<file path="src/rtl/apb_cmd_master_pkg.sv">
// Shared definitions for the APB command master: FSM states, APB phase codes, response status bits.
// Latency: none (definitions only).
// Backpressure: none (definitions only).
package apb_cmd_master_pkg;

   // FSM encoding, 3 bits wide so later APB blocks can reuse the same state codes
   typedef enum logic [2:0] {
      ST_IDLE     = 3'd0,
      ST_SETUP    = 3'd1,
      ST_ACCESS   = 3'd2,
      ST_W_SETUP  = 3'd3,
      ST_W_ACCESS = 3'd4,
      ST_RESP     = 3'd5
   } state_t;

   // APB phase as {psel, penable}
   localparam logic [1:0] PH_IDLE   = 2'b00;
   localparam logic [1:0] PH_SETUP  = 2'b10;
   localparam logic [1:0] PH_ACCESS = 2'b11;

   // Bit positions inside the response status word
   localparam int RSP_ERR_BIT     = 0;
   localparam int RSP_TIMEOUT_BIT = 1;
   localparam int RSP_STATUS_W    = 2;

endpackage

</file>
<file path="src/rtl/apb_wait_timer.sv">
// Wait-state counter for one APB phase; o_hit flags that this cycle's increment reaches TIMEOUT.
// Latency: count updates one cycle after i_en; o_hit is decoded from the registered count.
// Backpressure: none; TIMEOUT=0 disables o_hit entirely (wait forever).
module apb_wait_timer #(
   parameter int TIMEOUT = 16
) (
   input  logic i_clk,
   input  logic i_rst_n,
   input  logic i_clr,
   input  logic i_en,
   output logic o_hit
);

   localparam int CW = (TIMEOUT > 0) ? $clog2(TIMEOUT + 1) : 1;

   logic [CW-1:0] r_cnt;

   // Counter clears at the start of each phase and counts ACCESS cycles without pready
   always_ff @(posedge i_clk or negedge i_rst_n) begin
      if (!i_rst_n) begin
         r_cnt <= '0;
      end else if (i_clr) begin
         r_cnt <= '0;
      end else if (i_en) begin
         r_cnt <= r_cnt + CW'(1);
      end
   end

   // Holding TIMEOUT-1 means the current waiting cycle is the TIMEOUT-th one
   assign o_hit = (TIMEOUT > 0) && (r_cnt == CW'(TIMEOUT - 1));

endmodule

</file>
<file path="src/rtl/apb_cmd_master.sv">
// APB master running one read, write or masked read-modify-write per accepted command.
// Latency: accept N -> SETUP N+1 -> ACCESS N+2 -> rsp_valid N+3; +1 per wait state, +2 for RMW write.
// Backpressure: cmd_ready only in IDLE; response held stable until rsp_ready, then one IDLE cycle.
module apb_cmd_master
   import apb_cmd_master_pkg::*;
#(
   parameter int ADDR_W  = 8,
   parameter int DATA_W  = 8,
   parameter int TIMEOUT = 16,
   parameter int RMW_EN  = 1
) (
   input  logic              clk,
   input  logic              rst_n,
   input  logic              cmd_valid,
   output logic              cmd_ready,
   input  logic              cmd_write,
   input  logic              cmd_mask_en,
   input  logic [ADDR_W-1:0] cmd_addr,
   input  logic [DATA_W-1:0] cmd_wdata,
   input  logic [DATA_W-1:0] cmd_mask,
   output logic              rsp_valid,
   input  logic              rsp_ready,
   output logic [DATA_W-1:0] rsp_rdata,
   output logic              rsp_err,
   output logic              rsp_timeout,
   output logic              psel,
   output logic              penable,
   output logic              pwrite,
   output logic [ADDR_W-1:0] paddr,
   output logic [DATA_W-1:0] pwdata,
   input  logic [DATA_W-1:0] prdata,
   input  logic              pready,
   input  logic              pslverr
);

   state_t                  r_state;
   logic                    r_cmd_ready;
   logic                    r_write;
   logic                    r_rmw;
   logic [DATA_W-1:0]       r_wdata;
   logic [DATA_W-1:0]       r_mask;
   logic [DATA_W-1:0]       r_rd_save;
   logic                    r_psel;
   logic                    r_penable;
   logic                    r_pwrite;
   logic [ADDR_W-1:0]       r_paddr;
   logic [DATA_W-1:0]       r_pwdata;
   logic                    r_rsp_valid;
   logic [DATA_W-1:0]       r_rsp_rdata;
   logic [RSP_STATUS_W-1:0] r_status;

   logic                    w_rmw;
   logic [DATA_W-1:0]       w_merged;
   logic                    w_tmr_clr;
   logic                    w_tmr_en;
   logic                    w_hit;

   // A masked write becomes RMW only when the feature is built in
   assign w_rmw    = cmd_write & cmd_mask_en & (RMW_EN != 0);
   assign w_merged = (prdata & ~r_mask) | (r_wdata & r_mask);

   assign w_tmr_clr = (r_state == ST_SETUP) || (r_state == ST_W_SETUP);
   assign w_tmr_en  = ((r_state == ST_ACCESS) || (r_state == ST_W_ACCESS)) && !pready;

   apb_wait_timer #(
      .TIMEOUT (TIMEOUT)
   ) u_wait_timer (
      .i_clk   (clk),
      .i_rst_n (rst_n),
      .i_clr   (w_tmr_clr),
      .i_en    (w_tmr_en),
      .o_hit   (w_hit)
   );

   // Transfer FSM with every bus and response output registered
   always_ff @(posedge clk or negedge rst_n) begin
      if (!rst_n) begin
         r_state     <= ST_IDLE;
         r_cmd_ready <= 1'b1;
         r_write     <= 1'b0;
         r_rmw       <= 1'b0;
         r_wdata     <= '0;
         r_mask      <= '0;
         r_rd_save   <= '0;
         {r_psel, r_penable} <= PH_IDLE;
         r_pwrite    <= 1'b0;
         r_paddr     <= '0;
         r_pwdata    <= '0;
         r_rsp_valid <= 1'b0;
         r_rsp_rdata <= '0;
         r_status    <= '0;
      end else begin
         case (r_state)
            ST_IDLE: begin
               if (cmd_valid) begin
                  r_state     <= ST_SETUP;
                  r_cmd_ready <= 1'b0;
                  r_write     <= cmd_write;
                  r_rmw       <= w_rmw;
                  r_wdata     <= cmd_wdata;
                  r_mask      <= cmd_mask;
                  {r_psel, r_penable} <= PH_SETUP;
                  r_paddr     <= cmd_addr;
                  // RMW starts with its read phase
                  r_pwrite    <= cmd_write & ~w_rmw;
                  r_pwdata    <= (cmd_write & ~w_rmw) ? cmd_wdata : '0;
               end
            end
            ST_SETUP: begin
               r_state <= ST_ACCESS;
               {r_psel, r_penable} <= PH_ACCESS;
            end
            ST_ACCESS: begin
               if (pready) begin
                  if (r_rmw && !pslverr) begin
                     r_state   <= ST_W_SETUP;
                     r_rd_save <= prdata;
                     {r_psel, r_penable} <= PH_SETUP;
                     r_pwrite  <= 1'b1;
                     r_pwdata  <= w_merged;
                  end else begin
                     r_state     <= ST_RESP;
                     {r_psel, r_penable} <= PH_IDLE;
                     r_pwrite    <= 1'b0;
                     r_paddr     <= '0;
                     r_pwdata    <= '0;
                     r_rsp_valid <= 1'b1;
                     r_rsp_rdata <= (r_write && !r_rmw) ? '0 : prdata;
                     r_status[RSP_ERR_BIT] <= pslverr;
                  end
               end else if (w_hit) begin
                  r_state     <= ST_RESP;
                  {r_psel, r_penable} <= PH_IDLE;
                  r_pwrite    <= 1'b0;
                  r_paddr     <= '0;
                  r_pwdata    <= '0;
                  r_rsp_valid <= 1'b1;
                  r_rsp_rdata <= '0;
                  r_status[RSP_ERR_BIT]     <= 1'b1;
                  r_status[RSP_TIMEOUT_BIT] <= 1'b1;
               end
            end
            ST_W_SETUP: begin
               r_state <= ST_W_ACCESS;
               {r_psel, r_penable} <= PH_ACCESS;
            end
            ST_W_ACCESS: begin
               if (pready || w_hit) begin
                  r_state     <= ST_RESP;
                  {r_psel, r_penable} <= PH_IDLE;
                  r_pwrite    <= 1'b0;
                  r_paddr     <= '0;
                  r_pwdata    <= '0;
                  r_rsp_valid <= 1'b1;
                  r_rsp_rdata <= r_rd_save;
                  r_status[RSP_ERR_BIT]     <= pready ? pslverr : 1'b1;
                  r_status[RSP_TIMEOUT_BIT] <= !pready;
               end
            end
            ST_RESP: begin
               if (rsp_ready) begin
                  r_state     <= ST_IDLE;
                  r_cmd_ready <= 1'b1;
                  r_rsp_valid <= 1'b0;
                  r_rsp_rdata <= '0;
                  r_status    <= '0;
               end
            end
            default: begin
               r_state     <= ST_IDLE;
               r_cmd_ready <= 1'b1;
               {r_psel, r_penable} <= PH_IDLE;
               r_pwrite    <= 1'b0;
               r_paddr     <= '0;
               r_pwdata    <= '0;
               r_rsp_valid <= 1'b0;
               r_status    <= '0;
            end
         endcase
      end
   end

   assign cmd_ready   = r_cmd_ready;
   assign psel        = r_psel;
   assign penable     = r_penable;
   assign pwrite      = r_pwrite;
   assign paddr       = r_paddr;
   assign pwdata      = r_pwdata;
   assign rsp_valid   = r_rsp_valid;
   assign rsp_rdata   = r_rsp_rdata;
   assign rsp_err     = r_status[RSP_ERR_BIT];
   assign rsp_timeout = r_status[RSP_TIMEOUT_BIT];

endmodule

</file>
<file path="config.mk">
export PLATFORM = sky130hd
export DESIGN_NAME = apb_cmd_master
export DESIGN_NICKNAME = d
export VERILOG_FILES = /design/src/rtl/apb_cmd_master_pkg.sv /design/src/rtl/apb_wait_timer.sv /design/src/rtl/apb_cmd_master.sv
export SDC_FILE = /design/constraint.sdc
export NUM_CORES = 1
export LEC_CHECK = 0
export CORE_MARGIN = 2
export CORE_UTILIZATION = 25
export CTS_BUF_LIST = sky130_fd_sc_hd__clkbuf_4 sky130_fd_sc_hd__clkbuf_8
export DETAILED_ROUTE_END_ITERATION = 8
export PLACE_DENSITY = 0.46
export SETUP_SLACK_MARGIN = 0.02
export SYNTH_ARGS = -nofsm -noshare
export SYNTH_HDL_FRONTEND = slang
export SYNTH_SLANG_ARGS = --single-unit
</file>
<file path="constraint.sdc">
create_clock -name clk -period 6.1 [get_ports clk]
set_clock_uncertainty 0.1 [all_clocks]
set_input_delay 1.83 -clock clk [delete_from_list [all_inputs] [get_ports clk]]
set_output_delay 1.83 -clock clk [all_outputs]
set_load 0.005 [all_outputs]
</file>
==> results of run 1 <==
[placed cells by master (no fill, tap or decap), types with 3 or more instances in the layout]
master and n:
buf_4 3, mux2i_1 18, mux2_4 8, inv_1 13, a31oi_1 3, clkbuf_8 10
nor3b_1 3, o2bb2ai_1 9, o31ai_1 3, dfrtp_1 64, mux2_2 36, a21oi_1 4
nand2_1 19, nor2_1 8, nand3_1 5, o211ai_1 6, clkdlybuf4s50_1 69, a22o_1 10
o21ai_0 13
[power breakdown]
group          switching, mW  internal, mW
clock                  0.175         0.197
combinational          0.404         0.488
sequential             0.134         0.608
total                  0.713          1.29
[worst register-to-register path: cells and delay by family, from the launching register on]
family / cells / cell delay, ns
AOI/OAI and AO/OA: 3 / 0.80
adders and majority gates: 2 / 0.55
DFF: 1 / 0.44
muxes: 1 / 0.40
and+or+nand+nor: 1 / 0.17
[layer usage]
| layer | global-route usage | part of all wire | up-vias | wire length [um] |
|---|---|---|---|---|
| met2 | 0.184 | 0.44 | 59 | 3720 |
| met1 | 0.175 | 0.50 | 1170 | 4230 |
| li1 | - | - | 1174 | - |
| met5 | 0 | 0 | - | 0 |
| met4 | 0.0385 | 0.0094 | 0 | 79 |
| met3 | 0.0330 | 0.047 | 5 | 392 |
[Yosys cell counts (3+ instances only)]
cell and n:
nand2_1 19, nor3b_1 3, buf_2 3, clkbuf_1 4, inv_1 13, o211ai_1 6, a22o_1 10, a31oi_1 3
nor2_1 8, o2bb2ai_1 9, dfrtp_1 64, mux2_2 36, nand3_1 5, o31ai_1 3, o21ai_0 13, mux2_4 8
buf_6 4, mux2i_1 18, a21oi_1 4
[how the worst max path moves through the flow]
stage               depth (start not counted)  slack [ns]   start      endpoint
floorplan                                   5        2.98  pready  rsp_rdata[0]
global placement                            5        2.00  pready     pwdata[2]
detailed placement                          5        1.96  pready     pwdata[6]
CTS                                         5        2.34  pready     pwdata[5]
global route                                5        2.19  pready     pwdata[5]
finish                                      5        2.30  pready     pwdata[3]
[layout make-up]
class                           count  area share
Sequential cell                    65       0.368
Multi-Input combinational cell    187       0.363
Timing Repair Buffer               73       0.162
Tap cell                          176      0.0498
Clock buffer                       10      0.0311
Clock inverter                      5      0.0127
Inverter                           15      0.0127
[sequential cells by signal, summed over array words and instances, names as in the netlist]
register and cells:
r_write 1, rsp_rdata 8, cmd_ready 1, pwrite 1, r_state 3, r_status 2, r_rd_save 8, paddr 8
psel 1, r_mask 8, rsp_valid 1, r_wdata 8, penable 1, pwdata 8, r_rmw 1, u_wait_timer.r_cnt 5
[metrics by stage]
step	instances	hold WS (ns)
after global placement	516	0.382
after global routing	531	0.426
after CTS	531	0.411
final	531	0.405
after detailed placement	516	0.392
after floorplan	282	0.378
[logic make-up (layout without fill, tap and decap cells)]
| logic type | count (synthesis) | after routing |
|---|---|---|
| AOI/OAI and AO/OA | 64 | 64 |
| xor gates and xnor gates | 1 | 1 |
| adders and majority gates | 2 | 2 |
| buffers and inverters | 30 | 103 |
| DFF | 65 | 65 |
| muxes | 64 | 64 |
| and+or+nand+nor | 56 | 56 |
==> impl_metrics.toml, run 1 <==
[placed_design]
placed_area_mm2 = 0.00423
port_buffers = 70
gp_congestion = 0.727
post-dp-hpwl_um = 5930
pre_cts_ws_ns = 1.96

[timing]
fin_crit_sh = 0.623
worst_slew_pin_slew_ns = 0.909
timing.final.ws_setup_ns = 2.30
finalSetupViolCount = 0
tns_ns = 0
report.final.slew_viol_count = 0
min_period_ns = 3.80
fmax_ghz = 0.263
maxSlewHeadroom = 0.392
rsz0062_at_grt = "false"
hold_viol = 0

[grt]
antenna_found_initial = 0
overflow = 0
grt_usage = 0.124
grt_first_pass_wirelength_um = 13900
grt_max_degree = 43
grt_pass1_vias = 2504

[synthesis]
synthAdderAreaFrac = 0.00738
ys_types = 54
synth_edf_count = 0
synth.top_cell.area_share = 0.472
synth_top_family_by_area = "multiplexers"
avgSynthCellArea_um2 = 12.0
ys.flop_type = "dfrtp_1"
yosysSeqAreaShare = 0.480
ys_top_cells_by_area = "dfrtp_1 (47%), mux2_2 (12%), mux2i_1 (5.3%)"
async_flop_share = 1.00
synthXorXnorAreaFrac = 0.00480
synth_compound_area_frac = 0.155
muxShareOfSynthArea = 0.215
synthSimpleGateAreaFrac = 0.0927
synth.largest_area_cell = "dfrtp_1"
synth_area_mm2 = 0.00339
synth_seq_cells = 65
syn-num-nets = 324
syn_inst = 282
ys_warn_count = 0

[route]
dr.pass1.iters = 4
vias = 2408
routedWlPerCell_um = 15.9
drt-initial-drc-count = 234
postRouteAntennaNets = 0
wl_um = 8430
via_per_inst = 4.53
drc_errors = 0

[clock_network]
cts_root_buf = "clkbuf_8"
clockBufferDepth = 2
insertion_delay_ns = 0.34
clock_sinks = 65
cts.hold.buffers_added = 0
cts-resized-gates = 0
cts_buffers = 9
ctsHtreeMaxLevel = 3
clk_pin_slew_ns = 0.07
cts_tree = "yes"
post_cts_buffers = 0

[final_layout]
fillers = 1350
final_core_util = 0.334
drive_above_1_share = 0.225
multi_input_area_mm2 = 0.00161
n_antenna_cell = 0
regArea_mm2 = 0.00163
design_area_mm2 = 0.00442
area_growth_pct = 30.5
finalNetCount = 393

[flow_run]
maxCapViolations = 0

[worst_hold_path]
hold_path_class = "reg -> reg"
worst_hold_path.endpoint = "rsp_valid"
whs_path_depth = 1
hold_path.startpoint = "rsp_valid"

[worst_setup_path]
worstPathArrival_ns = 3.92
r2r_cells = 7
path_class = "in -> reg"
cpPeakStageDelay_ns = 0.83
path_delay_family = "compound AO/OA/AOI/OAI gates"
r2r_end = "pwdata[3]"
rrSetupSlack_ns = 3.52
required_ns = 6.22
worstSetupStartpointType = "input pin"
crit_fanout = 16
crit_path_end_kind = "flop"
r2r_start = "u_wait_timer.r_cnt[1]"
crit_chain = "clkdlybuf4s50_1 > o21ai_0 > o21a_1 > o21ai_2 > mux2_2"
cp_num_buf_inv = 1
slowest_stage = "clkdlybuf4s50_1"

[die]
core_area_mm2 = 0.0132
die_y_um = 120
initial_utilization = 0.256
die-area_mm2 = 0.0145
num_rows = 42
die_w_um = 120
io_pins = 71

[power]
p_leak_nw = 1.86
peakVddDrop_mv = 0.119
fin_total_pwr_mw = 2.01
power.density_mw_per_mm2 = 453

[status]
status = "finished, final reports clean"
Note: power is estimated with default switching activity, not from simulation.
==> run 2: changes to the inputs <==
==> constraint.sdc (replaced) <==
create_clock -name clk -period 3.85 [get_ports clk]
set_clock_uncertainty 0.1 [all_clocks]
set_input_delay 1.155 -clock clk [delete_from_list [all_inputs] [get_ports clk]]
set_output_delay 1.155 -clock clk [all_outputs]
set_load 0.005 [all_outputs]
==> impl_metrics.toml, run 2 (synthesis results as in run 1) <==
[status]
status = "finished, final reports clean"

[worst_setup_path]
required_ns = 3.98
slowest_stage = "clkdlybuf4s50_1"
crit_chain = "clkdlybuf4s50_1 > and3b_1 > nand3_2 > mux2_2"
cpPeakStageDelay_ns = 0.58
path_class = "in -> reg"
r2r_start = "u_wait_timer.r_cnt[1]"
cp_num_buf_inv = 1
path_delay_family = "simple AND/OR/NAND/NOR gates"
r2r_end = "pwdata[3]"
crit_path_end_kind = "flop"
crit_fanout = 16
rrSetupSlack_ns = 1.24
worstSetupStartpointType = "input pin"
worstPathArrival_ns = 2.95
r2r_cells = 7

[clock_network]
clock_sinks = 65
cts.hold.buffers_added = 0
cts-resized-gates = 0
clk_pin_slew_ns = 0.08
cts_root_buf = "clkbuf_8"
cts_tree = "yes"
clockBufferDepth = 2
cts_buffers = 9
insertion_delay_ns = 0.35
ctsHtreeMaxLevel = 3
post_cts_buffers = 0

[final_layout]
n_antenna_cell = 0
finalNetCount = 396
design_area_mm2 = 0.00449
drive_above_1_share = 0.234
final_common_cell = "clkdlybuf4s50_1"
area_growth_pct = 32.5
layout_common_cells = "clkdlybuf4s50_1 (69), dfrtp_1 (64), mux2_2 (36), nand2_1 (19), mux2i_1 (18)"

[die]
initial_utilization = 0.256
die_w_um = 120
die-area_mm2 = 0.0145
num_rows = 42
io_pins = 71
core_area_mm2 = 0.0132
die_y_um = 120

[route]
routedWlPerCell_um = 16.1
wl_um = 8590
via_per_inst = 4.63
postRouteAntennaNets = 0
drt-initial-drc-count = 123
vias = 2475
drc_errors = 0
dr.pass1.iters = 4

[timing]
rsz0062_at_grt = "false"
timing.final.ws_setup_ns = 1.03
min_period_ns = 2.82
worst_slew_pin_slew_ns = 0.807
fmax_ghz = 0.355
hold_viol = 0
report.final.slew_viol_count = 0
maxSlewHeadroom = 0.462
fin_crit_sh = 0.732
whs_ns = 0.395
tns_ns = 0
finalSetupViolCount = 0

[placed_design]
pre_cts_ws_ns = 0.653
post-dp-hpwl_um = 6080
gp_congestion = 0.760
placed_area_mm2 = 0.00427
port_buffers = 70

[grt]
grt_max_degree = 34
grt_pass1_vias = 2522
grt_usage = 0.123
overflow = 0
antenna_found_initial = 0
grt_first_pass_wirelength_um = 13900

[worst_hold_path]
hold_path.startpoint = "rsp_valid"
whs_path_depth = 1
worst_hold_path.endpoint = "rsp_valid"
hold_path_class = "reg -> reg"

[power]
fin_total_pwr_mw = 3.29
peakVddDrop_mv = 0.232
p_leak_nw = 1.89
power.density_mw_per_mm2 = 732

[flow_run]
maxCapViolations = 0
## run 2: changes by cell type in the layout (fill, tap and decap cells not counted), sizes merged
cell | previous run | this run
clkinv | 3 | 1
clkinvlp | 1 | 2
buf | 4 | 7
clkbuf | 10 | 9
bufinv | 1 | 2
inv | 15 | 17
## run 2: how the worst max path moves through the flow
stage / end / startpoint / slack, ns / cells after the start
after floorplan: rsp_rdata[0] / pready / 1.40 / 5
after global placement: pwdata[2] / cmd_valid / 0.65 / 5
after detailed placement: pwdata[4] / cmd_valid / 0.65 / 5
after CTS: r_rd_save[0] / pready / 1.02 / 4
after global routing: pwdata[3] / pready / 0.90 / 5
final: r_rd_save[0] / pready / 1.03 / 4
## run 2: cell type report
class / count / area (um^2)
Inverter: 15 / 56.3
Fill cell: 1362 / 8750
Tap cell: 176 / 220
Clock inverter: 7 / 101
Multi-Input combinational cell: 187 / 1610
Sequential cell: 65 / 1630
Timing Repair Buffer: 76 / 753
Clock buffer: 9 / 124
## run 2: layer usage
| metal | share of wire | routed length, um | GRT usage | vias to the layer above |
|---|---|---|---|---|
| li1 | - | - | - | 1181 |
| met1 | 0.49 | 4170 | 0.168 | 1221 |
| met2 | 0.46 | 3940 | 0.190 | 63 |
| met3 | 0.044 | 380 | 0.0311 | 10 |
| met4 | 0.012 | 102 | 0.0451 | 0 |
| met5 | 0 | 0 | 0 | - |
## run 2: stage by stage
stage,instances,utilization
floorplan,282,-
global placement,519,0.322
detailed placement,519,0.322
CTS,535,0.339
global route,535,0.339
finish,535,0.339
## run 2: power by group
group          switching [mW]  total, mW  internal, mW  leakage, nW
Clock                   0.299      0.669         0.370        0.106
Combinational           0.629       1.41         0.785        0.956
Sequential              0.242       1.21         0.963        0.828
## run 2: worst reg2reg max path: cells and delay by family (launching register included)
kind / cells / cell delay (ns)
adders and majority gates: 2 / 0.56
DFF: 1 / 0.45
and+or+nand+nor: 1 / 0.17
muxes: 1 / 0.40
AOI/OAI and AO/OA: 3 / 0.81
